$ cat src/rtl/hififo_rr_tag_alloc.sv
// Read-request tag allocator: tags untagged reads, counts completion words per
// tag, frees tags on full payload, and caps in-flight reads at max_outstanding.
module hififo_rr_tag_alloc #(
  parameter int TAG_BITS     = 5,
  parameter int WORDS_PER_RR = 16
) (
  input  logic                clock,
  input  logic                reset,
  input  logic                in_valid,
  output logic                in_ready,
  input  logic [63:0]         in_addr,
  output logic                out_valid,
  input  logic                out_ready,
  output logic [63:0]         out_addr,
  output logic [7:0]          out_tag,
  input  logic                rc_valid,
  input  logic [7:0]          rc_tag,
  input  logic [5:0]          rc_index,
  input  logic [TAG_BITS:0]   max_outstanding,
  output logic [TAG_BITS:0]   outstanding,
  output logic                err_unexpected
);

  localparam int NTAGS = 2 ** TAG_BITS;
  localparam logic [TAG_BITS:0] POOL_SIZE = (TAG_BITS + 1)'(NTAGS);
  localparam logic [6:0] WORDS_LAST = 7'(WORDS_PER_RR);

  // Handshake: a transfer happens on a cycle where valid && ready are both high
  // at the rising clock edge; a held out_valid keeps out_addr/out_tag stable.

  logic [NTAGS-1:0]    busy;
  logic [6:0]          cnt [NTAGS];

  logic [TAG_BITS-1:0] alloc_tag;
  logic                pool_full;
  logic [TAG_BITS:0]   max_eff;
  logic                accept;

  logic [TAG_BITS-1:0] rc_idx;
  logic                rc_in_range;
  logic                rc_ok;
  logic                rc_last;
  logic                free_tag;
  logic [6:0]          cnt_inc;

  // rc_index is informational; freeing relies only on the per-tag word count.
  logic                unused_rc_index;
  assign unused_rc_index = ^rc_index;

  // Lowest free tag from the registered bitmap; a tag freed this cycle is
  // still marked busy here, so it is only reused from the next cycle on.
  always_comb begin
    alloc_tag = '0;
    for (int i = NTAGS - 1; i >= 0; i--) begin
      if (!busy[i]) alloc_tag = i[TAG_BITS-1:0];
    end
  end

  assign pool_full = &busy;
  assign max_eff   = (max_outstanding > POOL_SIZE) ? POOL_SIZE : max_outstanding;

  always_comb begin
    in_ready = 1'b0;
    if (!reset) begin
      in_ready = (!out_valid || out_ready) && !pool_full && (outstanding < max_eff);
    end
  end

  assign accept = in_valid && in_ready;

  assign rc_idx      = rc_tag[TAG_BITS-1:0];
  assign rc_in_range = (rc_tag[7:TAG_BITS] == '0);
  assign rc_ok       = rc_valid && rc_in_range && busy[rc_idx];
  assign cnt_inc     = cnt[rc_idx] + 7'd1;
  assign rc_last     = (cnt_inc == WORDS_LAST);
  assign free_tag    = rc_ok && rc_last;

  always_ff @(posedge clock or posedge reset) begin
    if (reset) begin
      out_valid <= 1'b0;
      out_addr  <= '0;
      out_tag   <= '0;
    end else if (accept) begin
      out_valid <= 1'b1;
      out_addr  <= in_addr;
      out_tag   <= {{(8 - TAG_BITS){1'b0}}, alloc_tag};
    end else if (out_ready) begin
      out_valid <= 1'b0;
    end
  end

  always_ff @(posedge clock or posedge reset) begin
    if (reset) begin
      busy <= '0;
    end else begin
      if (free_tag) busy[rc_idx]    <= 1'b0;
      if (accept)   busy[alloc_tag] <= 1'b1;
    end
  end

  always_ff @(posedge clock or posedge reset) begin
    if (reset) begin
      for (int i = 0; i < NTAGS; i++) cnt[i] <= '0;
    end else if (rc_ok) begin
      if (rc_last) cnt[rc_idx] <= '0;
      else         cnt[rc_idx] <= cnt_inc;
    end
  end

  always_ff @(posedge clock or posedge reset) begin
    if (reset) begin
      outstanding <= '0;
    end else begin
      case ({accept, free_tag})
        2'b10:   outstanding <= outstanding + 1'b1;
        2'b01:   outstanding <= outstanding - 1'b1;
        default: outstanding <= outstanding;
      endcase
    end
  end

  always_ff @(posedge clock or posedge reset) begin
    if (reset) begin
      err_unexpected <= 1'b0;
    end else if (rc_valid && !rc_ok) begin
      err_unexpected <= 1'b1;
    end
  end

endmodule

$ cat config.mk
export PLATFORM = sky130hd
export DESIGN_NAME = hififo_rr_tag_alloc
export DESIGN_NICKNAME = d
export VERILOG_FILES = /design/src/rtl/hififo_rr_tag_alloc.sv
export SDC_FILE = /design/constraint.sdc
export NUM_CORES = 1
export LEC_CHECK = 0
export CAP_MARGIN = 10
export CORE_ASPECT_RATIO = 1.5
export CORE_MARGIN = 5
export CORE_UTILIZATION = 57
export CTS_BUF_LIST = sky130_fd_sc_hd__clkbuf_4 sky130_fd_sc_hd__clkbuf_8 sky130_fd_sc_hd__clkbuf_16
export CTS_CLUSTER_SIZE = 14
export DETAILED_ROUTE_END_ITERATION = 7
export HOLD_SLACK_MARGIN = 0.15
export PLACE_DENSITY = 0.8
export SETUP_SLACK_MARGIN = 0.05
export SLEW_MARGIN = 30
export SYNTH_ARGS = -nofsm -noshare
export SYNTH_HDL_FRONTEND = slang
export SYNTH_SLANG_ARGS = --single-unit
$ cat constraint.sdc
create_clock -name clock -period 12 [get_ports clock]
set_input_delay 1.2 -clock clock [delete_from_list [all_inputs] [get_ports clock]]
set_output_delay 1.2 -clock clock [all_outputs]
set_load 0.02 [all_outputs]
==> results.yml <==
grt:
  grt_first_pass_wirelength_mm: 72.8
  grt.overflow.total: 0
  grt_pass1_vias: 12917
  grt_busiest_layer: "met2"
  grt_max_degree: 190
  grtUsageMet2_pct: 49.1
  grtUsageMet3_pct: 6.19
  antenna_found_initial: 0
  grt_use_met1_pct: 34.5
  grt.total_usage_pct: 29.3
pwr:
  irDropWorstVdd_mv: 0.183
  switching_share_pct: 29.2
  leakage_nw: 8.46
  p_switching_mw: 0.944
  pwr-share-seq_pct: 41.5
  finalPower_mw: 3.23
  pwr-share-comb_pct: 25.9
  power_frac_clock_pct: 32.6
  intPower_mw: 2.29
  powerDensity_nw_per_um2: 172
placement:
  io_buffers: 160
  place.gp.congestion: 0.940
  dp_hpwl_mm: 31.6
sta:
  finalCritPeriodShare_pct: 54.7
  max_clock_freq_ghz: 0.152
  min_period_ps: 6570
  drv_slew: 0
  relSlewSlack_pct: 28.9
  worst_slew_pin_slew_ps: 1060
  setup_tns_ps: 0
  skew_ps: 16.0
  rsz0062_at_grt: "no"
  hold_viol_final: 0
  setup_viol: 0
setup_path:
  end_kind: "flip-flop"
  r2r_slack_ps: 7240
  cp_max_fo: 56
  required_ps: 12450
  worstPathArrival_ps: 7020
  critPathKind: "primary input to flip-flop"
  worstSetupStartpointType: "primary input"
clock_network:
  h-tree-depth: 1
  cts_root_buf: "clkbuf_16"
  clockBufferDepth: 3
  cts_post_setup_buffers_inserted: 0
  cts_tree: "built"
  cts_resized: 0
  hold_buffers: 0
  cts_buffers: 31
  cts.sinks: 333
  cts.clk_slew.worst_paths_ps: 70
  clk_latency_ps: 580
detailed_routing:
  finalWirelength_mm: 46.2
  wire_per_inst_um: 23.9
  drc: 0
  drt-initial-drc-count: 954
  postRouteAntennaNets: 0
  via_count: 12287
  viasPerCell: 6.36
  firstDrtPassIters: 5
synthesis:
  syn_area_per_cell_um2: 11.0
  synth-main-ff-cell: "dfrtp_1"
  syn_inst: 1450
  ys_ff_latch: 333
  synth.distinct_cells: 72
  yosysWarnings: 0
  ys_seq_area_share_pct: 52.3
  synth_area_um2: 15900
  ys_async_sr_fraction_pct: 100
  synth_edf_count: 0
die:
  die_w_um: 146
  fp.dieArea_um2: 31400
  initial_core_util_pct: 57.3
  die_h_um: 215
  coreArea_um2: 27800
  rows: 75
  io-pin-count: 170
finish:
  final_cell_mix: "dfrtp_1, nand2_1, o21ai_0"
  finish.net_count: 1664
  fill_cells: 2046
  drive_gt1_share_pct: 15.8
  diodes: 0
  multi_input_area_um2: 7020
  ff_latch_area_um2: 8330
  mostFrequentLayoutCell: "dfrtp_1"
  area_growth_pct: 17.8
run_status:
  outcome: "completed"
hold_path:
  hold_path.class: "flip-flop to flip-flop"
run:
  maxCapViolCount: 0
==> cell families after synthesis <==
family	count (synthesis)	synth area share (%)
buf+inv	124	3.88
compound gates	323	12.3
mux	238	18.0
flops	333	52.3
simple gates	409	11.9
fa+ha+maj	12	0.990
other cells	1	0.0236
xor+xnor	10	0.550
==> layout make-up <==
| type | count | area share, % |
|---|---|---|
| Sequential cell | 333 | 44.4 |
| Inverter | 28 | 0.627 |
| Multi-Input combinational cell | 995 | 37.5 |
| Clock inverter | 10 | 0.814 |
| Timing Repair Buffer | 174 | 9.36 |
| Tap cell | 346 | 2.31 |
| Clock buffer | 45 | 5.00 |
==> metrics by stage <==
step           instances  util (%)  setup slack (ps)  area, um^2  hold WS, ps
5_1_grt             1931      67.5              5270       18800          493
2_1_floorplan       1452         -              1580       15900          443
3_3_place_gp        1874      63.3              4880       17600          440
3_5_place_dp        1874      63.4              4860       17600          452
4_1_cts             1929      67.3              5410       18700          482
6_report            1931      67.5              5430       18800          476
==> sequential cells by signal (all words and copies together) (netlist names) <==
name,count
cnt,224
outstanding,6
err_unexpected,1
out_valid,1
busy,32
out_tag,5
out_addr,64
==> path summary, 6_finish.rpt <==
kind / start / endpoint / cells after the start
min reg2reg: cnt[110] / cnt[110] / 2
min: cnt[110] / cnt[110] / 2
max reg2reg: cnt[167] / outstanding[5] / 16
max in group asynchronous: reset / cnt[210] / 4
min in group asynchronous: reset / busy[12] / 2
max: rc_tag[0] / outstanding[5] / 19
==> per-layer routing <==
layer / wire [um] / part of all wire [%] / vias to the layer above
met5: 0 / 0 / -
met4: 3390 / 7.3 / 0
met3: 3620 / 7.8 / 159
met2: 22500 / 49 / 590
met1: 16700 / 36 / 6109
li1: - / - / 5429
==> power groups by stage <==
stage	registers [mW]	clock network, mW	logic, mW
floorplan	1.51	0	0.287
global placement	1.35	0	0.819
detailed placement	1.36	0	0.830
CTS	1.34	1.06	0.838
global route	1.36	1.11	0.890
finish	1.34	1.05	0.835
==> worst max-delay path, stage by stage <==
cell      delay [ps]
buf_6            290
buf_16           350
buf_4            670
mux4_2           600
a32o_1           320
or4_4            470
or2_1            290
nor2_2           310
nand2_1          510
nor2_1           260
ha_1             290
ha_1             270
a21o_1           180
a21oi_1          230
o21bai_1         110
a21oi_1          190
xnor2_1          130
nor2_1            70
xor2_1           160
==> synthesized netlist by cell type (4+ instances only) <==
cell type	instances	share of area, %
dfrtp_1	333	52
nand2_1	244	5.8
o21ai_0	171	5.4
mux2_2	136	9.6
mux2i_1	74	4.7
clkbuf_1	41	0.97
buf_2	38	1.2
inv_1	28	0.66
nand3_1	25	0.79
mux4_2	24	3.4
nor2_1	24	0.57
nand4_1	23	0.90
o21ai_1	23	0.72
o22ai_1	22	0.86
a21o_1	21	0.99
nor3_1	18	0.57
o221ai_1	16	0.88
a21oi_1	15	0.47
nand2b_1	14	0.55
buf_6	11	0.78
ha_1	11	0.86
o32ai_1	10	0.55
nand4b_1	9	0.50
and3_1	8	0.31
nor2b_1	7	0.28
buf_4	6	0.28
or3_1	6	0.24
a211oi_1	5	0.24
a22oi_1	5	0.24
and2_1	5	0.20
nand3b_1	5	0.24
xnor2_1	5	0.28
xor2_1	5	0.28
a32o_1	4	0.25
o31ai_1	4	0.19
Note: power is estimated with default switching activity, not from simulation.
